$ cat src/rtl/bhg_i2s_audio_tx.sv
// I2S transmitter: serialises signed stereo PCM words as BCLK/LRCLK/SDATA with a
// one-deep pending buffer and a one-clk sample_req pulse at every frame load.
module bhg_i2s_audio_tx #(
    parameter int IN_BITS   = 12,
    parameter int SLOT_BITS = 16,
    parameter int BCLK_DIV  = 8
) (
    input  logic               clk,
    input  logic               rst,
    input  logic               en,
    input  logic               in_valid,
    input  logic [IN_BITS-1:0] s_l,
    input  logic [IN_BITS-1:0] s_r,
    output logic               sample_req,
    input  logic               clr_status,
    output logic               overrun,
    output logic               underrun,
    output logic               i2s_bclk,
    output logic               i2s_lrclk,
    output logic               i2s_sdata
);

    localparam int FRAME_BITS = 2 * SLOT_BITS;
    localparam int PAD_BITS   = SLOT_BITS - IN_BITS;
    localparam int DIV_W      = (BCLK_DIV > 2) ? $clog2(BCLK_DIV) : 1;
    localparam int BIT_W      = $clog2(FRAME_BITS);

    logic [DIV_W-1:0]      div_cnt_q, div_cnt_d;
    logic [BIT_W-1:0]      bit_cnt_q, bit_cnt_d;
    logic [FRAME_BITS-1:0] frame_q, frame_d;
    logic [IN_BITS-1:0]    pend_l_q, pend_l_d;
    logic [IN_BITS-1:0]    pend_r_q, pend_r_d;
    logic                  fresh_q, fresh_d;
    logic                  overrun_q, overrun_d;
    logic                  underrun_q, underrun_d;
    logic                  sample_req_q, sample_req_d;
    logic                  bclk_q, bclk_d;
    logic                  lrclk_q, lrclk_d;
    logic                  sdata_q, sdata_d;

    logic                  load;
    logic                  div_wrap;
    logic [BIT_W-1:0]      bit_idx;
    logic [SLOT_BITS-1:0]  slot_l;
    logic [SLOT_BITS-1:0]  slot_r;

    always_comb begin
        load     = en && (div_cnt_q == '0) && (bit_cnt_q == '0);
        div_wrap = (div_cnt_q == DIV_W'(BCLK_DIV - 1));
        // Period k (k >= 1) carries frame bit FRAME_BITS-k: the one-bit I2S delay.
        bit_idx  = BIT_W'(FRAME_BITS - 1) - (bit_cnt_q - BIT_W'(1));
        slot_l   = SLOT_BITS'(pend_l_q) << PAD_BITS;
        slot_r   = SLOT_BITS'(pend_r_q) << PAD_BITS;

        div_cnt_d    = div_cnt_q;
        bit_cnt_d    = bit_cnt_q;
        frame_d      = frame_q;
        bclk_d       = bclk_q;
        lrclk_d      = lrclk_q;
        sdata_d      = sdata_q;
        sample_req_d = load;

        if (!en) begin
            div_cnt_d = '0;
            bit_cnt_d = '0;
            frame_d   = '0;
            bclk_d    = 1'b0;
            lrclk_d   = 1'b0;
            sdata_d   = 1'b0;
        end else begin
            div_cnt_d = div_wrap ? '0 : div_cnt_q + DIV_W'(1);
            if (div_wrap) begin
                bit_cnt_d = (bit_cnt_q == BIT_W'(FRAME_BITS - 1)) ? '0 : bit_cnt_q + BIT_W'(1);
            end
            bclk_d  = (div_cnt_q >= DIV_W'(BCLK_DIV / 2));
            lrclk_d = (bit_cnt_q >= BIT_W'(SLOT_BITS));
            // Period 0 still shows the previous frame's right LSB, taken before the reload.
            if (div_cnt_q == '0) begin
                sdata_d = (bit_cnt_q == '0) ? frame_q[0] : frame_q[bit_idx];
            end
            if (load) begin
                frame_d = {slot_l, slot_r};
            end
        end

        pend_l_d   = pend_l_q;
        pend_r_d   = pend_r_q;
        fresh_d    = fresh_q;
        overrun_d  = (overrun_q && !clr_status) || (in_valid && fresh_q && !load);
        underrun_d = (underrun_q && !clr_status) || (load && !fresh_q);
        if (in_valid) begin
            pend_l_d = s_l;
            pend_r_d = s_r;
            fresh_d  = 1'b1;
        end else if (load) begin
            fresh_d  = 1'b0;
        end
    end

    always_ff @(posedge clk) begin
        if (rst) begin
            div_cnt_q    <= '0;
            bit_cnt_q    <= '0;
            frame_q      <= '0;
            pend_l_q     <= '0;
            pend_r_q     <= '0;
            fresh_q      <= 1'b0;
            overrun_q    <= 1'b0;
            underrun_q   <= 1'b0;
            sample_req_q <= 1'b0;
            bclk_q       <= 1'b0;
            lrclk_q      <= 1'b0;
            sdata_q      <= 1'b0;
        end else begin
            div_cnt_q    <= div_cnt_d;
            bit_cnt_q    <= bit_cnt_d;
            frame_q      <= frame_d;
            pend_l_q     <= pend_l_d;
            pend_r_q     <= pend_r_d;
            fresh_q      <= fresh_d;
            overrun_q    <= overrun_d;
            underrun_q   <= underrun_d;
            sample_req_q <= sample_req_d;
            bclk_q       <= bclk_d;
            lrclk_q      <= lrclk_d;
            sdata_q      <= sdata_d;
        end
    end

    assign sample_req = sample_req_q;
    assign overrun    = overrun_q;
    assign underrun   = underrun_q;
    assign i2s_bclk   = bclk_q;
    assign i2s_lrclk  = lrclk_q;
    assign i2s_sdata  = sdata_q;

endmodule

$ cat config.mk
export PLATFORM = sky130hd
export DESIGN_NAME = bhg_i2s_audio_tx
export DESIGN_NICKNAME = d
export VERILOG_FILES = /design/src/rtl/bhg_i2s_audio_tx.sv
export SDC_FILE = /design/constraint.sdc
export NUM_CORES = 1
export LEC_CHECK = 0
export CORE_UTILIZATION = 45
export DETAILED_ROUTE_END_ITERATION = 8
export GPL_TIMING_DRIVEN = 0
export PLACE_DENSITY = 0.69
export SLEW_MARGIN = 30
export SYNTH_ARGS = -nofsm -noshare
export SYNTH_HDL_FRONTEND = slang
export SYNTH_SLANG_ARGS = --single-unit
export TNS_END_PERCENT = 10
$ cat constraint.sdc
create_clock -name clk -period 2.8 [get_ports clk]
set_clock_uncertainty 0.2 [all_clocks]
set_input_delay 0.42 -clock clk [delete_from_list [all_inputs] [get_ports clk]]
set_output_delay 0.42 -clock clk [all_outputs]
set_load 0.03 [all_outputs]
[Yosys cells after proc, flatten, opt, wreduce, memory -nomap -nowiden]
Cells that the tools add are included.
Cells by class
  $add $sub $neg: 4
  order comparisons: 3
  equal/unequal tests: 2
  multiplexer cells: 6
  bitwise operators: 1
  reductions and logical operators: 17
Operator list (number)
  $logic_and 1x1->1: 7
  $lt 5x6->1 const B: 1
  $add 5x1->5 const B: 1
  $bmux 1 s5: 1
  $eq 5x5->1 const B: 1
  $ge 5x5->1 const B: 1
  $logic_not 5->1: 1
  $mux 5: 1
  $sub 5x1->5 const B: 1
  $sub 5x5->5 const A: 1
  $mux 1: 4
  $add 3x1->3 const B: 1
  $eq 3x3->1 const B: 1
  $ge 3x3->1 const B: 1
  $logic_not 1->1: 3
  $logic_not 3->1: 1
  $reduce_or 3->1: 1
  $logic_or 1x1->1: 2
  $reduce_bool 2->1: 1
  $reduce_or 2->1: 1
  $not 1->1: 1
Storage, ports and cells
  bits in registers: 63
  input port bits: 29
  output and inout bits: 6
  word-level logic and storage cells: 45

[Depth between registers and ports, before layout]
Gate-level depths: netlist (run 1).
  depth in word-level cells: 6
  gate-level depth with buffers: 11
  mapped depth without buffers: 8

[Worst setup path before layout (run 1)]
OpenSTA, ideal clock, no wires.
  path kind: register -> register
  start point: reg bit_cnt_q[0]
  end point: reg sdata_q, in the netlist i2s_sdata
  library setup time: 0.077 ns
  arrival: 2.193 ns
  data required time: 2.523 ns
  path slack: 0.330 ns
  cell stages (with the launch flop): 11
  buffers on the path: 2
  clock period less this slack: 2.470 ns
  cell sequence: dfxtp_1 > buf_4 > buf_4 > inv_1 > ha_1 > nor3b_1 > ha_1 > or3b_4 > a311oi_2 > nand4_1 > a41oi_2
On the way
  cells in the longest elaborated chain, start to end: 5
  elaborated cells between the ends (all ways): 6
  those cells by class: 2 x add/sub; 3 x mux; 1 x reduce/logical
Ends and longest elaborated chain
  start: declaration: line 29  | logic [BIT_W-1:0] bit_cnt_q, bit_cnt_d;
  start signal: assignment: line 116  | bit_cnt_q <= bit_cnt_d;
  $sub 5x1->5: line 51  | bit_idx = BIT_W'(FRAME_BITS - 1) - (bit_cnt_q - BIT_W'(1));
  $sub 5x5->5: line 51
  $bmux 1 s5: line 79  | sdata_d = (bit_cnt_q == '0) ? frame_q[0] : frame_q[bit_idx];
  $mux 1 (not written as such): line 79
  $mux 1 (*): line 79
  end signal: assignment: line 126  | sdata_q <= sdata_d;
  end: declaration: line 39  | logic sdata_q, sdata_d;
Mark *: on every way between the ends. The rest lies on a longest branch, timed or not. The select of a mux whose other input is x is not followed.
A chain may end at the register's enable or synchronous reset.

[Worst setup path in the final report (run 1)]
Same ends and word-level chain as after synthesis.

==> results of run 1 <==
==> power groups by stage <==
stage	registers (mW)	clock network [mW]	logic [mW]
floorplan	0.963	0	0.0833
global route	0.947	0.812	0.171
CTS	0.944	0.775	0.154
detailed placement	0.964	0	0.153
finish	0.944	0.754	0.152
global placement	0.963	0	0.150
==> cells by family (layout without fill, tap and decap cells) <==
logic type	after synthesis	in the layout	share of synthesized area
XOR/XNOR	3	3	0.0100
AO/OA/AOI/OAI	39	39	0.0923
flip-flops	63	63	0.482
AND/OR/NAND/NOR	111	111	0.186
multiplexers	38	38	0.145
buffers and inverters	27	73	0.0455
adder cells (fa/ha/maj)	8	8	0.0383
==> tightest hold or removal path, stage by stage (launching register included) <==
cell and delay [ns]:
dfxtp_1 0.31, nand2_1 0.05, a21oi_1 0.05
==> state kept, by name (all words and copies together) (netlist names) <==
| signal | count |
|---|---|
| bit_cnt_q | 5 |
| div_cnt_q | 3 |
| frame_q | 24 |
| fresh_q | 1 |
| i2s_bclk | 1 |
| i2s_lrclk | 1 |
| i2s_sdata | 1 |
| overrun | 1 |
| pend_l_q | 12 |
| pend_r_q | 12 |
| sample_req | 1 |
| underrun | 1 |
==> metal layers <==
metal	wire, um	share of wire	vias to the layer above
met5	0	0	-
met4	68	0.013	0
met3	199	0.039	6
met1	2530	0.50	919
li1	-	-	1053
met2	2300	0.45	39
==> final cells by class <==
| type | count | area, sq um |
|---|---|---|
| Inverter | 7 | 26.3 |
| Tap cell | 72 | 90.1 |
| Timing Repair Buffer | 33 | 330 |
| Sequential cell | 63 | 1260 |
| Clock inverter | 4 | 47.5 |
| Buffer | 19 | 88.8 |
| Clock buffer | 10 | 138 |
| Fill cell | 543 | 2320 |
| Multi-Input combinational cell | 199 | 1240 |
==> final timing paths <==
path	slack [ns]	cells past startpoint	from	to
worst max-delay path	0.24	9	bit_cnt_q[0]	i2s_sdata
worst min-delay path	0.26	2	pend_r_q[8]	frame_q[12]
worst max register to register	0.24	9	bit_cnt_q[0]	i2s_sdata
worst min register to register	0.26	2	pend_r_q[8]	frame_q[12]
==> cell usage after synthesis (all sizes together) <==
library cell | n | area share
a211oi | 2 | 0.0057
a21oi | 26 | 0.050
a22oi | 3 | 0.0086
a311oi | 1 | 0.0057
a32oi | 2 | 0.0067
a41oi | 1 | 0.0062
and2 | 1 | 0.0024
and3 | 3 | 0.0072
buf | 12 | 0.024
clkbuf | 8 | 0.011
dfxtp | 63 | 0.48
ha | 8 | 0.038
inv | 7 | 0.010
mux2i | 38 | 0.15
nand2 | 52 | 0.075
nand2b | 2 | 0.0048
nand3 | 1 | 0.0019
nand4 | 2 | 0.0048
nand4b | 1 | 0.0033
nor2 | 36 | 0.052
nor2b | 5 | 0.012
nor3 | 2 | 0.0038
nor3b | 4 | 0.011
nor4bb | 1 | 0.0038
o21ai | 2 | 0.0038
o22ai | 1 | 0.0024
o2bb2ai | 1 | 0.0033
or3b | 1 | 0.0043
xnor2 | 2 | 0.0067
xor2 | 1 | 0.0033
==> repair_timing <==
item,CTS,global route
hold buffers,0,0
setup buffers,0,0
hold endpoints to repair,0,0
endpoints found under the setup margin,0,22
resized for setup,0,2
==> stage by stage <==
step | instances | utilization | hold WS, ns | area, sq um
finish | 407 | 0.582 | 0.256 | 3220
global route | 407 | 0.582 | 0.277 | 3220
CTS | 408 | 0.581 | 0.257 | 3220
detailed placement | 394 | 0.548 | 0.249 | 3040
global placement | 394 | 0.548 | 0.241 | 3040
floorplan | 289 | - | 0.227 | 2620
==> results.md, run 1 <==
Yosys:
- Yosys printed 0 warnings.
- The gate count of the mapped netlist is between 200 and 300.
- The post-synth design cell area is ~2600 sq um.
- Each instance of the synthesized netlist takes up on average 9.05 sq um.
- The post-synthesis cell type count is 32.
- The share of the yosys chip area belonging to registers is 0.482.
- When the netlist entered floorplanning its net count stood at 326.
- The register bit count reported by yosys is 63.

Flow run:
- The number of maximum-capacitance constraint violations is 0.

Critical path:
- In this design, the largest share of critical-path delay is due to simple AND/OR/NAND/NOR gates.
- Data on the critical path is required at its endpoint by roughly 2.9 ns.
- The nature of the critical path endpoint is a register.
- In this run the worst path has a maximum fanout of 16.
- The maximum cell stage delay along the critical path is 0.41 ns.
- The slowest stage of the critical path is the or3b_4 cell.
- The signal on the critical path passes through buf_6 > inv_1 > ha_1 > nor3b_1 > ha_1 > or3b_4 > a311oi_2 > nand4_1 > a41oi_2.
- The number of buffers and inverters on the critical path is 2.
- The type of element launching the critical path is a register.
- The critical setup path kind is reg -> reg.
- The most frequent cell on the critical path is ha_1.
- STA puts the critical path data arrival time at 2.62 ns.

Global route:
- The number of global-route vias before repair came to about 1.9k.
- The first-pass GRT wire length is between 9000 and 10000 um.
- The met2 layer usage reported by global route is 0.285.
- The initial antenna violation count was 0.
- The global routing stage identified its most utilized layer as met2.
- For met3 alone, demand over resource in global routing was 0.0640.
- The maximum number of pins on one net before global-route repair is 11.
- The met1 track demand over resource in global routing is 0.255.
- In the global route stage, overall resource usage came out at 0.193.
- The total congestion overflow is 0.

Route:
- The total length of routed wires is between 5000 and 6000 um.
- Once detail routing completed, the nets flagged for antenna violations numbered 0.
- Before antenna repair, the detailed router went through 4 iterations.
- The DRC marker count from the first detailed-route iteration is 74.
- The final route contains roughly 2.0k vias.
- The detailed-route DRC error count is 0.
- Dividing the detail-routed wire length by the instance count gives ~13 um.
- In the routed layout, each cell is associated on average with a via count of between 4 and 5.

Power and ir drop:
- The switching power of the nets is ~420 uW.
- The sequential share of power is 0.511.
- The total power per unit cell area is roughly 570 nW/um^2.
- The share of total power dissipated in the clock network is 0.408.
- Total power for the finished layout comes to ~1.8 mW.
- The share of total power dissipated in combinational logic is 0.082.
- IR analysis of the VDD net gives a maximum drop of ~400 uV.
- The net switching fraction of the power is 0.229.
- Summed over all cells, the static leakage comes to 1.21 nW.
- The internal power component is 1.42 mW.

Floorplanning:
- The floorplan core area is approximately 5500 sq um.
- The die covers 6120 sq um.
- The width of the die is between 70 and 80 um.
- Measured along the y axis, the die boundary spans 78.2 um.
- The number of core rows is 27.
- The effective utilization at floorplan is 0.472.
- Pin placement for this block handled 35 I/O pins.

Timing:
- The final number of max-transition violations is 0.
- The smallest setup slack after layout is between 0.2 and 0.25 ns.
- The count of endpoints failing setup in the final report is 0.
- Based on the critical path, the design can be clocked at up to slightly below 0.4 GHz.
- The worst path needs 2.56 ns of the cycle, external delays included.
- Summed over all failing endpoints, the final setup total negative slack is 0 ns.
- At the pin with the least slew margin, the transition time is a little under 0.5 ns.
- The number of endpoints with negative hold slack in the final report is 0.
- The worst pin sits at a relative slew slack of 0.679.
- In the finished design, the share of the clock period the worst path needs comes to 0.913.
- Setup repair after global routing left no endpoint under its margin.

Worst hold path:
- The tightest min-delay check is of the reg -> reg type.

Cells and area:
- The library cell used most frequently in the layout, excluding fill and tap cells, is dfxtp_1.
- The antenna cell count is 0.
- The top cell types in the final layout, fill and taps aside, are 63 x dfxtp_1, 52 x nand2_1, 38 x mux2i_1.
- Of the cells placed in the final design, the portion with a size suffix greater than 1 is 0.0806.
- From synthesis to final layout, the design area changed by 23.2%.
- For this run, the post-layout net count is around 370.

Placement:
- The congestion estimate from routability-driven global placement came to between 0.8 and 0.9.
- The HPWL reported at the end of detailed placement is ~3800 um.
- The worst slack after detailed placement is about 0.058 ns.
- The quantity of I/O buffers inserted on ports is 33.

Clocking:
- The clock sink count is 63.
- For the worst-skew pair, the clock arrives at the later sink with an insertion delay of around 0.34 ns.
- The cell at the root of the clock tree is clkbuf_8.
- The H-tree was split into 3 levels.
- The clock tree from TritonCTS is yes.
- The clock passes through at most 2 buffers.
- The number of CTS-inserted buffers is 9.
- After clock tree synthesis, the clock-pin slew on the worst setup and hold paths is roughly 0.06 ns.

Outcome:
- The run finished with clean final reports.
(Power assumes the default switching activity.)
==> inputs of run 2 (changes only) <==
--- a/config.mk
+++ b/config.mk
@@ -6,6 +6,7 @@
 export NUM_CORES = 1
 export LEC_CHECK = 0
 export CORE_UTILIZATION = 45
+export CTS_CLUSTER_SIZE = 28
 export DETAILED_ROUTE_END_ITERATION = 8
 export GPL_TIMING_DRIVEN = 0
 export PLACE_DENSITY = 0.69
==> results of run 2 <==
Final layout, timing and power as in run 1 (identical DEF).
==> inputs of run 3 (changes only) <==
==> constraint.sdc (replaced) <==
create_clock -name clk -period 3 [get_ports clk]
set_clock_uncertainty 0.2 [all_clocks]
set_input_delay 0.45 -clock clk [delete_from_list [all_inputs] [get_ports clk]]
set_output_delay 0.45 -clock clk [all_outputs]
set_load 0.03 [all_outputs]
==> run 3 against run 2 <==
  * Clock-buffer cell count is the same
  * Core utilization grew 0.068 points
  * Sequential share of layout area is essentially flat
  * Register-to-register slack gained 0.03 ns
  * Critical path depth grew 1
  * Maximum frequency shrank 6.3%
  * Largest cell class unchanged
  * First-iteration DRC count shrank 20%
  * Critical endpoint unchanged
  * Clock power shrank 6.8%
  * Final area grew 0.12%
==> results.md, run 3 (synthesis results as in run 1) <==
Outcome:
- The flow ran to the end, and the final reports show no timing, DRC or antenna violations.

Route:
- The DRC marker count from the first detailed-route iteration is 59 (-20%).
- The post-detailed-route wirelength per cell is 12.7 um (+1.3%).
- The iteration count of the initial detailed-routing pass was 4 (unchanged).
- The detailed-route DRC error count is 0 (unchanged).
- The total length of routed wires is 5180 um (+1.5%).
- The number of routed nets with antenna violations came to 0 (unchanged).
- The total number of vias is 2023 (+0.30%).
- The routed via count divided by cell count is 4.96 (about the same).

Global route:
- The initial antenna violation count is 0 (unchanged).
- The maximum number of pins on one net before global-route repair is 11 (unchanged).
- The number of global-route vias before repair is 1895 (unchanged).
- The total congestion overflow was 0 (unchanged).
- The first-pass GRT wire length came to 9050 um (unchanged).
- The overall global routing resource usage is 0.193 (unchanged).

Power and ir drop:
- The total power per unit cell area is 535 nW/um^2 (-6.8%).
- The total power of the final layout is 1.73 mW (-6.7%).
- The leakage component of the power was 1.22 nW (+0.39%).
- The worst IR drop on VDD is 363 uV (-6.7%).

Timing:
- The number of endpoints with negative hold slack in the final report is 0 (unchanged).
- The final number of max-transition violations came to 0 (unchanged).
- The post-route fraction of the period consumed by the critical path is 0.910 (-0.00324).
- The top achievable clock speed is 0.366 GHz (-6.3%).
- The worst max-slew margin expressed relative to the limit is 0.673 (-0.00579).
- The final period demand of the worst path came to 2.73 ns (+0.173 ns).
- The transition time of the tightest slew-check pin is 0.490 ns (+0.00868 ns).
- Setup repair after global routing left no endpoint under its margin.
- The post-route setup TNS is 0 ns (unchanged).
- The count of endpoints failing setup in the final report is 0 (unchanged).

Clocking:
- TritonCTS built the clock tree.
- The count of H-tree levels built during CTS is 3 (unchanged).
- The clock transition at the registers of the reported paths was 0.06 ns (about the same).
- The count of buffers added by post-CTS timing repair for setup is 0 (unchanged).
- The clock sink count is 63 (unchanged).
- CTS placed an instance of clkbuf_8 at the clock tree root.
- The worst-case clock buffer depth is 2 (unchanged).
- The clock insertion delay at the later pin of the skew report came to 0.34 ns (about the same).
- The number of CTS-inserted buffers is 9 (unchanged).

Critical path:
- The data required time of the worst path was 3.06 ns (+0.19 ns).
- The flop-to-flop setup slack was 0.27 ns (+0.03 ns).
- The critical path is of the reg -> reg type.
- STA classifies the critical path startpoint as a register.
- The largest fanout on the critical path is 10 (-6).
- The data arrival at the endpoint of the critical path came to 2.79 ns (+0.17 ns).
- The nature of the critical path endpoint is a register.

Floorplanning:
- The number of placed I/O pins came to 35 (unchanged).
- The area of the die is 6120 sq um (unchanged).
- The number of core rows is 27 (unchanged).
- The die outline height came to 78.2 um (unchanged).
- The width of the die came to 78.2 um (unchanged).
- The effective utilization at floorplan is 0.472 (unchanged).
- The floorplan core area came to 5540 sq um (unchanged).

Cells and area:
- The layout overhead on the synthesized area is 23.3%.
- In the final layout, the registers with the most flip-flops are frame_q: 24 flops, pend_l_q: 12 flops, pend_r_q: 12 flops.
- The top cell types in the final layout, fill and taps aside, are 63 x dfxtp_1, 52 x nand2_1, 38 x mux2i_1.
- The number of flip-flops in the largest register was 24 (unchanged).
- The net count of the finished layout is 370 (+0.27%).
- The register bank with the most flops is frame_q.
- The fraction of final layout cells sized beyond drive strength 1 is 0.0833 (+0.00274).
- The antenna cell count is 0 (unchanged).
- The library cell used most frequently in the layout, excluding fill and tap cells, is dfxtp_1.

Placement:
- The quantity of I/O buffers inserted on ports was 33 (unchanged).
- The HPWL reported at the end of detailed placement is 3790 um (unchanged).
- The last weighted congestion value of the routability-driven placer is 0.822 (unchanged).

Flow run:
- The number of maximum-capacitance constraint violations is 0 (unchanged).

Worst hold path:
- The tightest min-delay check is of the reg -> reg type.
-- run 3: path summary, 6_finish.rpt --
check	from	end	depth (start not counted)
setup / recovery	bit_cnt_q[0]	i2s_sdata	10
setup reg to reg	bit_cnt_q[0]	i2s_sdata	10
hold / removal	pend_r_q[8]	frame_q[12]	2
hold reg to reg	pend_r_q[8]	frame_q[12]	2
-- run 3: what timing repair did --
action | in CTS | in global routing
hold buffers | 0 | 0
resized for setup | 0 | 1
setup endpoints to repair | 0 | 1
-- run 3: where the power goes --
group / internal, mW / total (mW) / switching, mW
Sequential: 0.865 / 0.881 / 0.0157
Clock: 0.394 / 0.703 / 0.309
Combinational: 0.0709 / 0.141 / 0.0706
-- run 3: per-stage QoR --
step | std cells | hold slack [ns] | setup WS [ns] | cell area, sq um | utilization
2_1_floorplan | 289 | 0.227 | 0.530 | 2620 | -
3_3_place_gp | 394 | 0.241 | 0.265 | 3040 | 0.548
3_5_place_dp | 394 | 0.249 | 0.258 | 3040 | 0.548
4_1_cts | 408 | 0.257 | 0.248 | 3220 | 0.581
5_1_grt | 408 | 0.277 | 0.0998 | 3230 | 0.582
6_report | 408 | 0.256 | 0.271 | 3230 | 0.582
-- run 3: final cells by class --
cell class / count / area [sq um]
flip-flops and latches: 63 / 1260
inverters: 7 / 26.3
well taps: 72 / 90.1
clock inverters: 4 / 47.5
fillers: 542 / 2310
repair buffers: 33 / 330
clock buffers: 10 / 138
multi-input cells: 199 / 1240
plain buffers: 20 / 92.6
-- run 3: worst max-delay path, stage by stage (launching register included) --
cell and delay (ns):
dfxtp_1 0.33, buf_4 0.18, buf_4 0.22, inv_1 0.08
ha_1 0.24, nor3b_1 0.17, ha_1 0.22, or3b_4 0.41
a311oi_2 0.25, nand4_1 0.15, a41oi_2 0.20
-- run 3: per-layer routing --
layer / vias up / share of wire / global-route usage
met2: 42 / 0.45 / 0.285
met3: 7 / 0.038 / 0.0640
met1: 920 / 0.50 / 0.255
met4: 0 / 0.012 / 0.0889
met5: - / 0 / 0
li1: 1054 / - / -
